[src/rtl/rv_pkg.sv]
// rtl/rv_pkg.sv - shared RV32I opcodes, instruction field positions and fetch FSM encoding
package rv_pkg;

  localparam logic [6:0]  OP_IMM   = 7'b0010011;
  localparam logic [6:0]  OP_REG   = 7'b0110011;
  localparam logic [6:0]  OP_LUI   = 7'b0110111;
  localparam logic [31:0] NOP_INSN = 32'h0000_0013;

  localparam int OPCODE_LSB = 0;
  localparam int RD_LSB     = 7;
  localparam int FUNCT3_LSB = 12;
  localparam int RS1_LSB    = 15;
  localparam int RS2_LSB    = 20;
  localparam int FUNCT7_LSB = 25;

  typedef enum logic {
    IDLE  = 1'b0,
    FETCH = 1'b1
  } fetch_state_e;

endpackage

[src/rtl/if_pc_reg.sv]
// rtl/if_pc_reg.sv - word-aligned program counter with +4 advance and prioritised load
module if_pc_reg #(
  parameter int              PC_W     = 32,
  parameter logic [PC_W-1:0] RESET_PC = '0
) (
  input  logic            clk,
  input  logic            rst,
  input  logic            pc_write,
  input  logic            pc_load,
  input  logic [PC_W-1:0] pc_target,
  output logic [PC_W-1:0] pc
);

  localparam logic [PC_W-1:0] ALIGN_MASK = ~PC_W'(3);
  localparam logic [PC_W-1:0] PC_RST     = RESET_PC & ALIGN_MASK;

  // Low target bits are dropped by the alignment mask.
  logic unused_target_lo;
  assign unused_target_lo = ^pc_target[1:0];

  always_ff @(posedge clk or posedge rst) begin
    if (rst) begin
      pc <= PC_RST;
    end else if (pc_load) begin
      pc <= pc_target & ALIGN_MASK;
    end else if (pc_write) begin
      pc <= pc + PC_W'(4);
    end
  end

endmodule

[src/rtl/if_unit.sv]
// rtl/if_unit.sv - RV32I fetch stage: PC/IR, imem req/ack, field decode (option IF_UNIT_PC_LOAD_EN)
module if_unit
  import rv_pkg::*;
#(
  parameter int              PC_W     = 32,
  parameter logic [PC_W-1:0] RESET_PC = '0,
  parameter logic [31:0]     NOP_INSN = rv_pkg::NOP_INSN
) (
  input  logic            clk,
  input  logic            rst,
  input  logic            PC_Write,
  input  logic            IR_Write,
  output logic            imem_req,
  output logic [PC_W-1:0] imem_addr,
  input  logic            imem_ack,
  input  logic [31:0]     imem_rdata,
  output logic [PC_W-1:0] PC,
  output logic [31:0]     IR,
  output logic [6:0]      opcode,
  output logic [2:0]      funct3,
  output logic [6:0]      funct7,
  output logic [4:0]      rs1,
  output logic [4:0]      rs2,
  output logic [4:0]      rd,
  output logic            ir_valid,
  output logic            busy,
  output logic [31:0]     fetch_cnt
`ifdef IF_UNIT_PC_LOAD_EN
  ,
  input  logic            pc_load,
  input  logic [PC_W-1:0] pc_target
`endif
);

  logic            ld;
  logic [PC_W-1:0] ld_target;

`ifdef IF_UNIT_PC_LOAD_EN
  assign ld        = pc_load;
  assign ld_target = pc_target;
`else
  assign ld        = 1'b0;
  assign ld_target = '0;
`endif

  if_pc_reg #(
    .PC_W     (PC_W),
    .RESET_PC (RESET_PC)
  ) u_pc (
    .clk       (clk),
    .rst       (rst),
    .pc_write  (PC_Write),
    .pc_load   (ld),
    .pc_target (ld_target),
    .pc        (PC)
  );

  fetch_state_e state, state_nx;
  logic         start_fetch, fetch_done;

  always_comb begin
    state_nx    = state;
    start_fetch = 1'b0;
    fetch_done  = 1'b0;
    case (state)
      IDLE: begin
        if (IR_Write) begin
          start_fetch = 1'b1;
          state_nx    = FETCH;
        end
      end
      FETCH: begin
        if (imem_ack) begin
          fetch_done = 1'b1;
          state_nx   = IDLE;
        end
      end
      default: state_nx = IDLE;
    endcase
  end

  always_ff @(posedge clk or posedge rst) begin
    if (rst) begin
      state <= IDLE;
    end else begin
      state <= state_nx;
    end
  end

  // The request address is captured once; later PC moves never disturb it.
  always_ff @(posedge clk or posedge rst) begin
    if (rst) begin
      IR        <= NOP_INSN;
      imem_req  <= 1'b0;
      imem_addr <= '0;
      ir_valid  <= 1'b0;
      busy      <= 1'b0;
      fetch_cnt <= '0;
    end else begin
      busy <= (state_nx == FETCH);
      if (start_fetch) begin
        imem_addr <= PC;
        imem_req  <= 1'b1;
        ir_valid  <= 1'b0;
      end
      if (fetch_done) begin
        IR        <= imem_rdata;
        ir_valid  <= 1'b1;
        imem_req  <= 1'b0;
        fetch_cnt <= fetch_cnt + 32'd1;
      end
    end
  end

  assign opcode = IR[OPCODE_LSB +: 7];
  assign rd     = IR[RD_LSB     +: 5];
  assign funct3 = IR[FUNCT3_LSB +: 3];
  assign rs1    = IR[RS1_LSB    +: 5];
  assign rs2    = IR[RS2_LSB    +: 5];
  assign funct7 = IR[FUNCT7_LSB +: 7];

endmodule

[config.mk]
export PLATFORM = sky130hd
export DESIGN_NAME = if_unit
export DESIGN_NICKNAME = d
export VERILOG_FILES = /design/src/rtl/rv_pkg.sv /design/src/rtl/if_pc_reg.sv /design/src/rtl/if_unit.sv
export SDC_FILE = /design/constraint.sdc
export NUM_CORES = 1
export LEC_CHECK = 0
export CORE_MARGIN = 2
export CORE_UTILIZATION = 40
export CTS_CLUSTER_SIZE = 30
export DETAILED_ROUTE_END_ITERATION = 8
export GPL_TIMING_DRIVEN = 1
export PLACE_DENSITY = 0.79
export REMOVE_ABC_BUFFERS = 1
export SLEW_MARGIN = 20
export SYNTH_ARGS = -nofsm -noshare
export SYNTH_HDL_FRONTEND = slang
export SYNTH_HIERARCHICAL = 1
export SYNTH_SLANG_ARGS = --single-unit
[constraint.sdc]
create_clock -name clk -period 8.9 [get_ports clk]
set_clock_uncertainty 0.1 [all_clocks]
set_input_delay 0.89 -clock clk [delete_from_list [all_inputs] [get_ports clk]]
set_output_delay 0.89 -clock clk [all_outputs]
set_load 0.02 [all_outputs]
Word level (Yosys, flattened, before mapping)
Cells that the tools add are included.

cells by class
  muxes and demuxes = 10
  reduce and logical (&&, ||, !) cells = 1
  add/sub/neg operators = 2
  bitwise logic cells = 1

operators with widths
  operator               count
  $add 32x1->32 const B  1
  $add 32x3->32 const B  1
  $mux 1                 9
  $pmux 1 s2             1
  $reduce_bool 2->1      1
  $not 1->1              1

storage, ports and cells
  output and inout port bits = 163
  register bits = 131
  logic and storage cells = 21

Logic depth before layout (Yosys ltp)
Gate-level depths: netlist of the first run.

  depth in word-level cells = 4
  gate-level depth with buffers = 6
  depth with buffers taken out = 5

Modules after synthesis
Netlist of the first run, hierarchy kept.

modules (own cells, without submodules)
  module     seq. area each (um2)  area an instance (um2)  instances  cells each
  if_unit    2481.1                4162.7                  1          298
  if_pc_reg  750.7                 1788.0                  1          197

Worst setup path before layout of the first run
No wires, ideal clock.

  kind = input to register
  from = input port PC_Write
  to = register u_pc.pc[18]
  library setup time = 0.069 ns
  path buffers = 1
  data required time = 8.731 ns
  stages = 5
  path slack = 6.755 ns
  arrival time = 1.976 ns
  cells stage by stage = and4_2 -> nand4_4 -> buf_6 -> or4_1 -> nand3_1

RTL lines
  item                    RTL line         text
  start: declaration      if_unit.sv:11    input logic PC_Write,
  end signal: assignment  if_pc_reg.sv:25  pc <= pc_target & ALIGN_MASK;
  end signal: assignment  if_pc_reg.sv:27  pc <= pc + PC_W'(4);
  end: declaration        if_pc_reg.sv:11  output logic [PC_W-1:0] pc

==> reports/qor.csv, run 1 <==
stage,metric,value,unit
clock_network,hold_buffers,0,
placed_design,placed_cells,858,
clock_network,ctsLongestPathBuffers,2,
clock_network,cts_inserted_buffers,17,
logic_synthesis,yosysSeqAreaShare,0.543,
route,highest-signal-layer,met4,
logic_synthesis,synth_most_common_cell,sky130_fd_sc_hd__dfrtp_1,
setup_path,worst_path_top_cell_family_by_delay,simple AND/OR/NAND/NOR gates,
logic_synthesis,post_synthesis_cell_type_with_the_largest_combined_area,sky130_fd_sc_hd__dfrtp_1,
setup_path,worst_path_bufs_invs,1,
finish,design.final.nets,732,
setup_path,ff2ff_path_depth,4,
global_route,overall_track_demand_over_capacity_in_global_routing,0.185,
route,route.detailed.wl_per_inst,16.2,um
clock_network,tritoncts,done,
clock_network,post_cts_buffers,0,
global_route,first_pass_grt_wire_length,23400,um
setup_path,crit_path_capture_type,register,
setup_path,worstReg2RegEnd,u_pc/pc[21],
clock_network,cts.repair.resized,0,
logic_synthesis,yosys.cell_types.count,44,
timing,max_freq,356,MHz
die,design.die.area,15900,sq um
timing,timing.slew.headroom,0.326,
logic_synthesis,syn_avg_cell_area,12.0,sq um
global_route,grt_overflow,0,
route,dr_total_vias,4498,
pwr,leakage,3.49,nW
placed_design,pre_cts_ws,5.74,ns
route,postRouteWirelength,14400,um
finish,antennaDiodeCount,0,
die,die_y,126,um
finish,drive_above_1_share,0.161,
die,core,14500,sq um
logic_synthesis,post_synthesis_instance_total,495,
logic_synthesis,synthFlopType,sky130_fd_sc_hd__dfrtp_1,
route,detailedRoute.firstPassIterationCount,6,
finish,utilization,0.591,
die,fp-row-count,44,
clock_network,cts.sinks,129,
outcome,run_status,finished clean,
logic_synthesis,synth_top_cells_by_count,"sky130_fd_sc_hd__dfrtp_1, sky130_fd_sc_hd__mux2_2, sky130_fd_sc_hd__nand2_1",
setup_path,timing.critical_path.arrival,3.04,ns
route,wl_met3,889,um
timing,setup_viol,0,
timing,final_sum_of_negative_setup_slack,0,ns
setup_path,timing.setup.critical_path_class,primary input to register,
finish,final-instance-count-excl-fill,890,
setup_path,rr_startpoint,u_pc/pc[5],
setup_path,crit_start,PC_Write,
timing,layout_setup_ws,6.09,ns
setup_path,cp.depth,5,
setup_path,crit_slowest_cell,sky130_fd_sc_hd__or4b_1,
route,viasPerCell,5.05,
global_route,grt_max_degree,56,
logic_synthesis,postSynthRegisterBits,129,
timing,finalHoldViolCount,0,
placed_design,port-buffer-count,197,
pwr,powerDensity,257,nW/um^2
run,timing.max_cap.violations,0,
setup_path,path_max_fanout,15,
logic_synthesis,synth_top_cell_area_share,0.530,
setup_path,worst_setup_path_endpoint,u_pc/pc[21],
logic_synthesis,postSynth.asyncResetShare,1.00,
timing,layout_worst_path_cycle_share,0.316,
logic_synthesis,synth-warning-count,6,
finish,flow.area_growth_from_synthesis,44.4,%
global_route,antenna_found_initial,0,
setup_path,worst_setup_path_start_kind,primary input,
route,violation_count_after_the_first_detailed_route_iteration,222,
route,met2_length,7410,um
worst_hold_path,worstHoldPathType,register to register,
route,post_route_met1_wirelength,5820,um
setup_path,reg2reg_setup_slack,6.61,ns
placed_design,dp.final_hpwl,10200,um
worst_hold_path,worst_hold_stages,1,
route,drt_drc_violations_left,0,
pwr,largest_voltage_drop_on_the_vdd_net,0.140,mV
setup_path,critical-path-max-stage-delay,0.59,ns
timing,rsz_0062_raised_after_global_routing,no,
logic_synthesis,synth_enable_flop_cells,0,
die,ios,200,
clock_network,ctsRootBufferMaster,sky130_fd_sc_hd__clkbuf_16,
logic_synthesis,netlist_top_cells_area,"sky130_fd_sc_hd__dfrtp_1, sky130_fd_sc_hd__mux2_2, sky130_fd_sc_hd__buf_4, sky130_fd_sc_hd__xnor2_1, sky130_fd_sc_hd__nand3_1",
global_route,first_global_vias,4603,
clock_network,worstSkewPairLatency,0.42,ns
logic_synthesis,syn-cell-area,5950,sq um
placed_design,gp_routability_congestion,0.816,
setup_path,critPathRequiredTime,9.13,ns
clock_network,htreeDepth,4,
worst_hold_path,hold_path.startpoint,fetch_cnt[31],
setup_path,series_of_cell_instances_along_the_critical_path,clkdlybuf4s50_1 > and4_1 > nand4_4 > or4b_1 > a31oi_1,
timing,report.final.slew_viol_count,0,
timing,fin_crit,2.81,ns
clock_network,clk_pin_slew_worst_paths,0.06,ns
die,die-width,126,um
timing,worst-slew-pin-transition,1.01,ns
route,drtAntennaViolNets,0,
die,initial_core_util,0.409,
pwr,total_power,2.21,mW
## cell usage in the layout (no fill, tap or decap), types with 4 or more instances in the layout
cell type and count:
sky130_fd_sc_hd__a31oi_1 11, sky130_fd_sc_hd__and3_1 8, sky130_fd_sc_hd__and4_1 6, sky130_fd_sc_hd__bufinv_16 4
sky130_fd_sc_hd__clkbuf_16 17, sky130_fd_sc_hd__clkbuf_8 6, sky130_fd_sc_hd__clkdlybuf4s50_1 197, sky130_fd_sc_hd__conb_1 35
sky130_fd_sc_hd__dfrtp_1 126, sky130_fd_sc_hd__inv_1 4, sky130_fd_sc_hd__mux2_2 65, sky130_fd_sc_hd__nand2_1 36
sky130_fd_sc_hd__nand3_1 28, sky130_fd_sc_hd__nand4_1 18, sky130_fd_sc_hd__nor2_1 19, sky130_fd_sc_hd__o211ai_1 4
sky130_fd_sc_hd__o21ai_0 18, sky130_fd_sc_hd__o31ai_1 6, sky130_fd_sc_hd__or4_1 9, sky130_fd_sc_hd__xnor2_1 30
sky130_fd_sc_hd__xor2_1 14
## per-layer routing
metal  track usage  up-vias
li1              -     2102
met1         0.219     2233
met2         0.314      141
met3        0.0561       22
met4        0.0776        0
met5             0        -
## sequential cells by signal, indices dropped and copies added (netlist names)
signal     flops
IR            32
busy           1
fetch_cnt     32
imem_addr     32
imem_req       1
ir_valid       1
u_pc/pc       30
## how the worst min path moves through the flow
stage,to,slack (ns)
finish,fetch_cnt[31],0.38
global route,fetch_cnt[31],0.41
CTS,fetch_cnt[31],0.40
detailed placement,fetch_cnt[31],0.39
global placement,fetch_cnt[31],0.37
floorplan,fetch_cnt[31],0.48
## area by class of cell
class / count / area [sq um]
clock buffers: 24 / 512
clock inverters: 8 / 148
fillers: 1178 / 5940
inverters: 6 / 25.0
multi-input cells: 339 / 2450
flip-flops and latches: 129 / 3230
well taps: 184 / 230
repair buffers: 200 / 1990
## power by group
group	switching (mW)	internal [mW]	leakage (nW)
sequential	0.0976	0.695	1.56
combinational	0.318	0.336	1.62
clock	0.253	0.513	0.315
## kinds of logic (layout without fill, tap and decap cells)
kind of cell | count (synthesis) | after routing | synth area share
xor+xnor | 44 | 44 | 0.0648
compound gates | 45 | 45 | 0.0471
buf+inv | 60 | 238 | 0.0664
fa+ha+maj | 2 | 2 | 0.00420
mux | 66 | 66 | 0.125
flops | 129 | 129 | 0.543
other cells | 2 | 35 | 0.00126
simple gates | 147 | 147 | 0.148
## per-stage QoR
| stage | hold WS [ns] | cell area (sq um) |
|---|---|---|
| 2_1_floorplan | 0.482 | 5700 |
| 3_3_place_gp | 0.368 | 7940 |
| 3_5_place_dp | 0.387 | 7940 |
| 4_1_cts | 0.396 | 8600 |
| 5_1_grt | 0.410 | 8600 |
| 6_report | 0.378 | 8600 |
Power figures use the tool's default switching activity.
==> run 2, diff against run 1 <==
--- a/config.mk
+++ b/config.mk
@@ -10,7 +10,7 @@
 export CTS_CLUSTER_SIZE = 30
 export DETAILED_ROUTE_END_ITERATION = 8
 export GPL_TIMING_DRIVEN = 1
-export PLACE_DENSITY = 0.79
+export PLACE_DENSITY = 0.81
 export REMOVE_ABC_BUFFERS = 1
 export SLEW_MARGIN = 20
 export SYNTH_ARGS = -nofsm -noshare
==> constraint.sdc (replaced) <==
create_clock -name clk -period 2.45 [get_ports clk]
set_clock_uncertainty 0.1 [all_clocks]
set_input_delay 0.245 -clock clk [delete_from_list [all_inputs] [get_ports clk]]
set_output_delay 0.245 -clock clk [all_outputs]
set_load 0.02 [all_outputs]
==> run 2 against run 1 <==
Global-route usage is 0.14 points lower. Utilization hardly changed. Die area stayed put. Clock power grew to 3.1 times the previous value. Critical path depth is 1 lower. Total power grew to 3.5 times the previous value. Register-to-register slack worse by 6.3 ns. Cell area hardly changed. Worst setup slack worse by 5.8 ns. Largest power group unchanged.
==> reports/qor.csv, run 2 (synthesis results as in run 1) <==
stage,metric,value,unit,change
placed_design,pre_cts_ws,0.272,ns,was 5.74 ns
route,viasPerCell,5.10,,was 5.05
die,fp-row-count,44,,unchanged
clock_network,cts.sinks,129,,unchanged
finish,sequential_cell_area,3230,sq um,unchanged
die,ios,200,,unchanged
route,detailedRoute.firstPassIterationCount,4,,was 6
clock_network,cts_inserted_buffers,17,,unchanged
clock_network,post_cts_buffers,0,,unchanged
route,route.detailed.wl_per_inst,15.8,um,was 16.2 um
die,die_y,126,um,unchanged
finish,antennaDiodeCount,0,,unchanged
setup_path,series_of_cell_instances_along_the_critical_path,and4_1 > nand4_4 > or4_1 > a31oi_1,,was clkdlybuf4s50_1 > and4_1 > nand4_4 > or4b_1 > a31oi_1
setup_path,path_max_fanout,15,,unchanged
finish,most_common_cell_after_layout_fill_and_taps_aside,sky130_fd_sc_hd__clkdlybuf4s50_1,,unchanged
setup_path,rr_startpoint,u_pc/pc[7],,was u_pc/pc[5]
timing,max_freq,461,MHz,
setup_path,crit_path_capture_type,register,,unchanged
timing,finalHoldViolCount,0,,unchanged
die,design.die.area,15900,sq um,unchanged
pwr,largest_voltage_drop_on_the_vdd_net,0.517,mV,was 0.140 mV
die,core,14500,sq um,unchanged
pwr,leakage,3.50,nW,was 3.49 nW
die,initial_core_util,0.409,,unchanged
route,dr_total_vias,4580,,was 4498
timing,setup_viol,0,,unchanged
clock_network,hold_buffers,0,,unchanged
finish,flow.area_growth_from_synthesis,44.4,%,about the same
finish,final_cell_area,8590,sq um,was 8600 sq um
global_route,grt_overflow,0,,unchanged
timing,report.final.slew_viol_count,0,,unchanged
clock_network,htreeDepth,4,,unchanged
finish,most-common-layout-cells,"sky130_fd_sc_hd__clkdlybuf4s50_1, sky130_fd_sc_hd__dfrtp_1, sky130_fd_sc_hd__mux2_2",,unchanged
finish,filler_cell_count,1157,,was 1178
pwr,swShare,0.315,,was 0.302
setup_path,worst_setup_path_start_kind,register,,was primary input
placed_design,placed_cell_area,8030,sq um,was 7940 sq um
setup_path,worstReg2RegEnd,u_pc/pc[29],,was u_pc/pc[21]
global_route,antenna_found_initial,0,,unchanged
timing,fin_hold_ws,0.0365,ns,was 0.378 ns
pwr,p_clk_frac,0.311,,was 0.346
finish,multiInputGateArea,2450,sq um,unchanged
run,timing.max_cap.violations,0,,unchanged
setup_path,worst_setup_path_endpoint,u_pc/pc[29],,was u_pc/pc[21]
setup_path,crit_slowest_cell,sky130_fd_sc_hd__or4_1,,was sky130_fd_sc_hd__or4b_1
pwr,powerDensity,889,nW/um^2,was 257 nW/um^2
setup_path,ff2ff_path_depth,4,,unchanged
pwr,p_comb_frac,0.313,,was 0.296
setup_path,timing.setup.critical_path_class,register to register,,was primary input to register
setup_path,critPathRequiredTime,2.68,ns,was 9.13 ns
global_route,grt_max_degree,54,,was 56
pwr,power.share.sequential,0.376,,was 0.358
timing,rsz_0062_raised_after_global_routing,no,,unchanged
finish,drive_above_1_share,0.169,,was 0.161
route,violation_count_after_the_first_detailed_route_iteration,181,,was 222
clock_network,cts.repair.resized,0,,unchanged
clock_network,worstSkewPairLatency,0.41,ns,was 0.42 ns
route,drtAntennaViolNets,0,,unchanged
timing,layout_setup_ws,0.283,ns,was 6.09 ns
finish,design.final.nets,740,,was 732
clock_network,tritoncts,done,,unchanged
placed_design,gp_routability_congestion,0.821,,was 0.816
timing,worst-slew-pin-transition,0.586,ns,was 1.01 ns
timing,timing.slew.headroom,0.606,,was 0.326
pwr,power.net_switching,2.41,mW,was 669 uW
global_route,overall_track_demand_over_capacity_in_global_routing,0.184,,was 0.185
global_route,first_global_vias,4772,,was 4603
outcome,run_status,finished clean,,unchanged
timing,fin_crit,2.17,ns,
placed_design,port-buffer-count,197,,unchanged
clock_network,ctsLongestPathBuffers,2,,unchanged
setup_path,reg2reg_setup_slack,0.28,ns,was 6.61 ns
route,drt_drc_violations_left,0,,unchanged
die,die-width,126,um,unchanged
worst_hold_path,worstHoldPathType,primary input to asynchronous set/reset pin,,was register to register
pwr,p_int,5.23,mW,was 1.54 mW
setup_path,critical-path-max-stage-delay,0.58,ns,was 0.59 ns
clock_network,ctsRootBufferMaster,sky130_fd_sc_hd__clkbuf_16,,unchanged
clock_network,clk_pin_slew_worst_paths,0.06,ns,about the same
placed_design,dp.final_hpwl,10100,um,was 10200 um
route,postRouteWirelength,14200,um,was 14400 um
placed_design,placed_cells,866,,was 858
global_route,first_pass_grt_wire_length,23400,um,about the same
finish,final-instance-count-excl-fill,898,,was 890
timing,layout_worst_path_cycle_share,0.885,,
setup_path,timing.critical_path.arrival,2.40,ns,was 3.04 ns
finish,top_regs,"IR: 32 flops, fetch_cnt: 32 flops, imem_addr: 32 flops",,unchanged
setup_path,crit_start,u_pc/pc[7],,was PC_Write
## run 2: cell types whose count changed in the layout (fill, tap and decap cells not counted), sizes merged
| cell | previous run | this run |
|---|---|---|
| bufinv | 4 | 1 |
| clkbuf | 24 | 22 |
| clkinv | 2 | 6 |
| clkinvlp | 3 | 4 |
| buf | 3 | 11 |
## run 2: critical path: cells and delay by family (launching register included)
kind | cells | cell delay [ns]
AND/OR/NAND/NOR | 3 | 1.38
AO/OA/AOI/OAI | 1 | 0.18
flip-flops | 1 | 0.43
## run 2: final cells by class
cell class              count  area share
clock buffers              22      0.0552
clock inverters            10     0.00990
inverters                   6     0.00291
multi-input cells         339       0.286
flip-flops and latches    129       0.376
well taps                 184      0.0268
repair buffers            208       0.243
## run 2: worst min-delay path by stage
stage,from,end,cells after the start
after floorplan,rst,u_pc/pc[10],1
after detailed placement,fetch_cnt[31],fetch_cnt[31],1
after CTS,rst,imem_addr[10],2
after global placement,fetch_cnt[31],fetch_cnt[31],1
final,rst,imem_addr[24],2
after global routing,rst,imem_addr[24],2
## run 2: power by group through the flow
| stage | logic [mW] | clock network [mW] | registers, mW |
|---|---|---|---|
| floorplan | 0.536 | 0 | 3.48 |
| global placement | 2.38 | 0 | 2.88 |
| detailed placement | 2.40 | 0 | 2.91 |
| CTS | 2.41 | 2.44 | 2.88 |
| global route | 2.51 | 2.54 | 2.94 |
| finish | 2.39 | 2.37 | 2.87 |
## run 2: per-layer routing
layer / up-vias / share of wire / routed length (um) / track usage
li1: 2121 / - / - / -
met1: 2276 / 0.41 / 5770 / 0.217
met2: 160 / 0.51 / 7180 / 0.312
met3: 23 / 0.068 / 968 / 0.0612
met4: 0 / 0.018 / 256 / 0.0672
met5: - / 0 / 0 / 0
## run 2: stage by stage
step                 util  setup TNS [ns]  power, mW
finish              0.591               0       7.64
global route        0.591               0       7.99
CTS                 0.591               0       7.73
detailed placement  0.553               0       5.31
global placement    0.553               0       5.26
floorplan               -          -57.22       4.01
